<file path="src/rtl/ibex_instr_mem_responder.sv">
// Instruction-fetch responder: grants req/gnt fetches into a 1-cycle SRAM and returns in-order
// responses at a fixed latency. Optional error injection via IBEX_INSTR_RESP_ERR_INJECT_EN.
module ibex_instr_mem_responder #(
  parameter logic [31:0] BaseAddr       = 32'h0010_0000,
  parameter int unsigned MemWords       = 4096,
  parameter int unsigned RespLatency    = 2,
  parameter int unsigned MaxOutstanding = 2
) (
  input  logic                        clk_i,
  input  logic                        rst_i,
  input  logic                        instr_req_i,
  input  logic [31:0]                 instr_addr_i,
  output logic                        instr_gnt_o,
  output logic                        instr_rvalid_o,
  output logic [31:0]                 instr_rdata_o,
  output logic                        instr_err_o,
  input  logic                        stall_i,
  output logic                        mem_req_o,
  output logic [$clog2(MemWords)-1:0] mem_addr_o,
  input  logic [31:0]                 mem_rdata_i,
  output logic                        busy_o
`ifdef IBEX_INSTR_RESP_ERR_INJECT_EN
  ,
  input  logic                        err_inject_i
`endif
);

  localparam int unsigned AW = $clog2(MemWords);
  localparam int unsigned L  = RespLatency;
  // 33-bit bounds so a window ending at the top of the address space cannot wrap
  localparam logic [32:0] BaseExt  = {1'b0, BaseAddr};
  localparam logic [32:0] LimitExt = BaseExt + (33'(MemWords) << 2);

  logic [2:0]    outstanding_q, outstanding_d;
  logic [L-1:0]  valid_q, err_q;
  logic [31:0]   stage_data [L];
  logic [32:0]   addr_ext;
  logic [31:0]   offset;
  logic          in_range, aligned, inject, hit, gnt, rvalid;

`ifdef IBEX_INSTR_RESP_ERR_INJECT_EN
  assign inject = err_inject_i;
`else
  assign inject = 1'b0;
`endif

  assign addr_ext = {1'b0, instr_addr_i};
  assign in_range = (addr_ext >= BaseExt) && (addr_ext < LimitExt);
  assign aligned  = (instr_addr_i[1:0] == 2'b00);
  assign hit      = aligned & in_range & ~inject;

  assign gnt    = instr_req_i & ~stall_i & ~rst_i & (outstanding_q < 3'(MaxOutstanding));
  assign rvalid = valid_q[L-1];

  assign offset     = instr_addr_i - BaseAddr;
  assign mem_addr_o = AW'(offset >> 2);
  assign mem_req_o  = gnt & hit;

  // Stage 1 data is the SRAM output itself, valid the cycle after the read
  assign stage_data[0] = (valid_q[0] & ~err_q[0]) ? mem_rdata_i : 32'h0;

  if (L > 1) begin : g_data
    logic [31:0] data_q [L-1];

    always_ff @(posedge clk_i) begin
      if (rst_i) begin
        for (int i = 0; i < int'(L) - 1; i++) data_q[i] <= 32'h0;
      end else begin
        for (int i = 0; i < int'(L) - 1; i++) data_q[i] <= stage_data[i];
      end
    end

    for (genvar k = 1; k < L; k++) begin : g_tap
      assign stage_data[k] = data_q[k-1];
    end
  end

  always_comb begin
    outstanding_d = outstanding_q + 3'(gnt) - 3'(rvalid);
  end

  always_ff @(posedge clk_i) begin
    if (rst_i) begin
      valid_q       <= '0;
      err_q         <= '0;
      outstanding_q <= 3'd0;
    end else begin
      valid_q[0] <= gnt;
      err_q[0]   <= gnt & ~hit;
      for (int i = 1; i < int'(L); i++) begin
        valid_q[i] <= valid_q[i-1];
        err_q[i]   <= err_q[i-1];
      end
      outstanding_q <= outstanding_d;
    end
  end

  assign instr_gnt_o    = gnt;
  assign instr_rvalid_o = rvalid;
  assign instr_err_o    = rvalid & err_q[L-1];
  assign instr_rdata_o  = rvalid ? stage_data[L-1] : 32'h0;
  assign busy_o         = (outstanding_q != 3'd0);

endmodule
</file>
<file path="config.mk">
export PLATFORM = sky130hd
export DESIGN_NAME = ibex_instr_mem_responder
export DESIGN_NICKNAME = d
export VERILOG_FILES = /design/src/rtl/ibex_instr_mem_responder.sv
export SDC_FILE = /design/constraint.sdc
export NUM_CORES = 1
export LEC_CHECK = 0
export BUFFER_PORTS_ARGS = -buffer_cell sky130_fd_sc_hd__buf_2
export CAP_MARGIN = 20
export CORE_MARGIN = 2
export CORE_UTILIZATION = 30
export DETAILED_ROUTE_END_ITERATION = 10
export GPL_ROUTABILITY_DRIVEN = 0
export PLACE_DENSITY = 0.71
export SYNTH_ARGS = -nofsm -noshare
export SYNTH_HDL_FRONTEND = slang
export SYNTH_SLANG_ARGS = --single-unit
</file>
<file path="constraint.sdc">
create_clock -name clk_i -period 1.8 [get_ports clk_i]
set_input_delay 0.27 -clock clk_i [delete_from_list [all_inputs] [get_ports clk_i]]
set_output_delay 0.27 -clock clk_i [all_outputs]
set_load 0.03 [all_outputs]
</file>
* Word-level counts from Yosys, hierarchy flattened
Memory sizes are Yosys's and may differ from the RTL's.
Index checks and enable logic that the tools add are counted.
** Cells by class
- Order comparisons :: 3
- Reductions and logical operators :: 4
- Mux-type cells :: 7
- Add/sub/neg operators :: 3
- Bitwise gates (word level) :: 12
** Operators with widths (count)
- $mux W32 :: 3
- $ge A32 B21 Y1 const B :: 1
- $lt A32 B21 Y1 const B :: 1
- $reduce_or A32 Y1 :: 1
- $sub A14 B1 Y14 const B :: 1
- $and A1 B1 Y1 :: 8
- $mux W1 :: 4
- $not A1 Y1 :: 4
- $add A3 B1 Y3 :: 1
- $lt A3 B2 Y1 const B :: 1
- $reduce_bool A3 Y1 :: 1
- $sub A3 B1 Y3 :: 1
- $logic_not A2 Y1 :: 1
- $logic_and A1 B1 Y1 :: 1
** Storage, ports and cells
- Register bits :: 7
- Input bits :: 68
- Bits in writable memories :: 32
- Output and inout bits :: 49
- Logic and storage cells :: 33
- Memories :: 1
** Memory list
- g_data.data_q :: words 1, bits a word 32, read ports 1, clocked after Yosys merged registers in 0, wr ports 1, line 63 : logic [31:0] data_q [L-1];

* Depth between registers and ports, before layout
- Depth in word-level cells :: 6
- Gate-level depth with buffers :: 8
- Depth with buffers taken out :: 8

* Worst setup path after synthesis
Ideal clock, no wire load.
- Path type :: flip-flop to flip-flop
- From :: reg outstanding_q[1]
- To :: reg outstanding_q[1]
- Setup time :: 0.114 ns
- Required time :: 1.686 ns
- Slack :: -0.177 ns
- Data arrival time :: 1.863 ns
- Buffers on the path :: 0
- Stages on the path, launching flop included :: 8
- Period minus slack after synthesis :: 1.977 ns
- Path through :: dfxtp_1 > inv_1 > ha_1 > nand2_1 > nor2_1 > ha_1 > fa_1 > nor2b_1
** On the way
- Word-level cells in the longest chain between the ends :: 4
** Ends and longest elaborated chain
- start, declared :: line 34 : logic [2:0] outstanding_q, outstanding_d;
- start signal, assigned :: line 94 : outstanding_q <= outstanding_d;
- $lt A3 B2 Y1 :: line 52 : assign gnt = instr_req_i & ~stall_i & ~rst_i & (outstanding_q < 3'(MaxOutstanding));
- $and A1 B1 Y1 :: line 52
- named net instr_gnt_o :: line 13 : output logic instr_gnt_o,
- $add A3 B1 Y3 :: line 79 : outstanding_d = outstanding_q + 3'(gnt) - 3'(rvalid);
- $sub A3 B1 Y3 :: line 79
- named net outstanding_d[1] :: line 34
The timed path passes the listed nets, and every way through them passes these cells.
A chain may end at the register's enable or synchronous reset.

* Worst setup path after layout
- From :: reg outstanding_q[1]
- To :: reg outstanding_q[2]
** On the way
- Word-level cells in the longest chain between the ends :: 4
** Ends and longest elaborated chain (line)
- $lt A3 B2 Y1 :: 52
- $and A1 B1 Y1 :: 52
- $add A3 B1 Y3 (*) :: 79
- $sub A3 B1 Y3 (*) :: 79
Mark *: on every way between the ends. The rest lies on a longest branch, timed or not.

==> results by group <==
Outcome
  – Status: completed

Layout
  – Fraction of layout cells with a size suffix above 1: 0.4402
  – Commonest non-fill, non-tap cells in the layout: buf_2 (91), and2_1 (65), dfxtp_1 (39), inv_1 (5), clkbuf_8 (5)
  – Commonest non-fill, non-tap cell in the layout: buf_2
  – Layout area overhead: 32.95%
  – Fin nets: 307
  – ANT cells: 0

Floorplanning
  – Initial core utilization: 0.3062
  – Die area: 0.005701 mm2
  – Chip width: 75.51 um
  – Placement Rows: 26
  – Top Ports: 117
  – Die Span Y: 75.51 um
  – Core area: 0.005010 mm2

Clocking
  – Setup bufs post-CTS: 0
  – Clk slew on worst S/H paths: 0.07 ns
  – Hold Buf Count CTS: 0
  – Clock Latency Late Sink: 0.28 ns
  – Clock buffer depth: 2
  – CTS Sinks: 39
  – H-tree levels: 2
  – CTS tree: built
  – Root Buffer: clkbuf_8
  – TritonCTS Buffers: 5

Synth
  – Yosys cell types: 20
  – Seq/Total Area, Yosys: 0.5090
  – Post-synthesis register bit count: 39
  – Syn Area/Cell: 10.09 um2
  – Post-Synthesis Cells: 152
  – Post-synth design cell area: 0.001534 mm2
  – Synth warn: 0
  – Syn nets: 224

Route
  – Avg WL per Cell: 9.908 um
  – Post-route ant nets: 0
  – Initial DRT Pass Iterations: 3
  – DRC Markers: 0
  – Detailed Route WL: 3.012 mm
  – Initial drt markers: 25
  – Via count: 1225
  – Drt via density: 4.030

Placement
  – Post-DP HPWL: 2.313 mm
  – Place WS: 0.1246 ns
  – Port bufs: 92

Global route
  – First-pass GRT wire length: 4.416 mm
  – Largest net degree at the start of global routing: 35
  – Remaining global-route overflow: 0
  – GR Util All Layers: 0.1048
  – Vias in the first global route: 1039
  – Initial antenna violation count: 0

Min path
  – Worst min path class: primary input to flop
  – WHS Path Cells: 2
  – Endpoint, Worst Hold: g_data.data_q[0][26]
  – Hold Crit Start: mem_rdata_i[26]

Timing
  – Endpoints failing hold: 0
  – Period utilisation layout: 0.9333
  – RSZ-0062 raised after global routing: no
  – Post-Route Skew: 0.006066 ns
  – Slew @ Worst Pin: 0.2898 ns
  – Setup_tns: 0 ns
  – WHS: 0.1823 ns
  – Final min period: 1.680 ns
  – Fmax achieved: 0.5952 GHz
  – Slew Limit Fails: 0
  – Slew margin rel.: 0.8068
  – Finish-stage setup viols: 0
  – Setup ws final: 0.1200 ns

Critical path
  – Max FO, Critical Path: 3
  – Worst R2R Path Depth: 8
  – Setup CP Type: flop to flop
  – Reg2reg start: outstanding_q[1]
  – Startpoint Class: flop
  – CP Capture Type: flop
  – Worst path required time: 1.98 ns
  – Reg2Reg Setup Slack: 0.12 ns
  – Critical path data arrival time: 1.86 ns
  – Worst R2R End: outstanding_q[2]

Power
  – P per Cell Area: 781.8 mW/mm2
  – Worst VDD drop: 0.0002536 V
  – Lkg Pwr: 1.057 nW

Flow run
  – Maxcap violations: 0
==> critical path: stages, from the launching register on <==
cell and delay (ns):
dfxtp_1 0.31, inv_1 0.07, ha_1 0.21, nand2_1 0.12, nor2_2 0.07, ha_1 0.21, fa_1 0.37, xor2_1 0.17
nor2_1 0.05
==> Yosys cell counts <==
library cell,n,share of area
o21a_1,1,0.0049
nor2_1,3,0.0073
nor4_1,4,0.016
buf_6,3,0.022
and2b_4,1,0.0065
nand2_1,2,0.0049
fa_1,1,0.013
clkbuf_1,3,0.0073
buf_4,12,0.059
inv_1,5,0.012
nand3_1,2,0.0065
nor2b_2,1,0.0057
and2_1,65,0.27
nor4_2,1,0.0082
or2_1,1,0.0041
xor2_1,1,0.0057
nor2b_1,3,0.012
ha_1,3,0.024
nor4b_1,1,0.0057
dfxtp_1,39,0.51
==> per-layer routing <==
metal  wire length, um  part of all wire  track usage  vias up
li1                  -                 -            -      614
met1              1175              0.39       0.1015      540
met2              1488              0.49       0.1865       61
met3               283             0.094      0.04630       10
met4                65             0.022      0.05653        0
met5                 0                 0            0        -
==> registers in the layout, summed over array words and instances, names as in the netlist <==
register	count
valid_q	2
g_data.data_q	32
outstanding_q	3
err_q	2
==> area by class of cell <==
type | count | area, um2
repair buffers | 94 | 478.0
multi-input cells | 90 | 601.8
well taps | 70 | 87.58
clock buffers | 6 | 72.57
inverters | 5 | 18.77
flip-flops and latches | 39 | 780.7
fillers | 534 | 2970
==> worst max path at each step <==
stage | from | end | slack, ns | depth (start not counted)
2_1_floorplan | outstanding_q[1] | outstanding_q[1] | 0.01 | 7
4_1_cts | outstanding_q[1] | mem_req_o | 0.05 | 5
3_5_place_dp | outstanding_q[1] | outstanding_q[2] | 0.12 | 8
3_3_place_gp | outstanding_q[1] | outstanding_q[2] | 0.18 | 8
5_1_grt | outstanding_q[1] | outstanding_q[2] | 0.01 | 8
6_report | outstanding_q[1] | outstanding_q[2] | 0.12 | 8
==> power breakdown <==
group	switching, mW	internal [mW]	total [mW]
combinational	0.0879	0.0866	0.175
sequential	0.00603	0.892	0.898
clock	0.264	0.258	0.522
==> cell families (layout without fill, tap and decap cells) <==
logic type | Yosys count | count (layout) | synth area share
AND/OR/NAND/NOR | 84 | 84 | 0.3426
AO/OA/AOI/OAI | 1 | 1 | 0.004896
flip-flops | 39 | 39 | 0.5090
XOR/XNOR | 1 | 1 | 0.005711
buffers and inverters | 23 | 105 | 0.1003
adder cells (fa/ha/maj) | 4 | 4 | 0.03752
==> stage by stage <==
step | instances | util | area (um2) | total power [mW]
final | 304 | 0.4071 | 2039 | 1.594
after CTS | 304 | 0.4066 | 2037 | 1.630
after global placement | 298 | 0.3921 | 1964 | 1.091
after detailed placement | 298 | 0.3921 | 1964 | 1.096
after floorplan | 152 | - | 1536 | 1.063
after global routing | 304 | 0.4071 | 2039 | 1.678
==> timing repair <==
item	CTS	global route
setup endpoints to repair	0	1
endpoints found under the hold margin	0	0
gates resized for setup	0	2
Note: power is estimated with default switching activity, not from simulation.
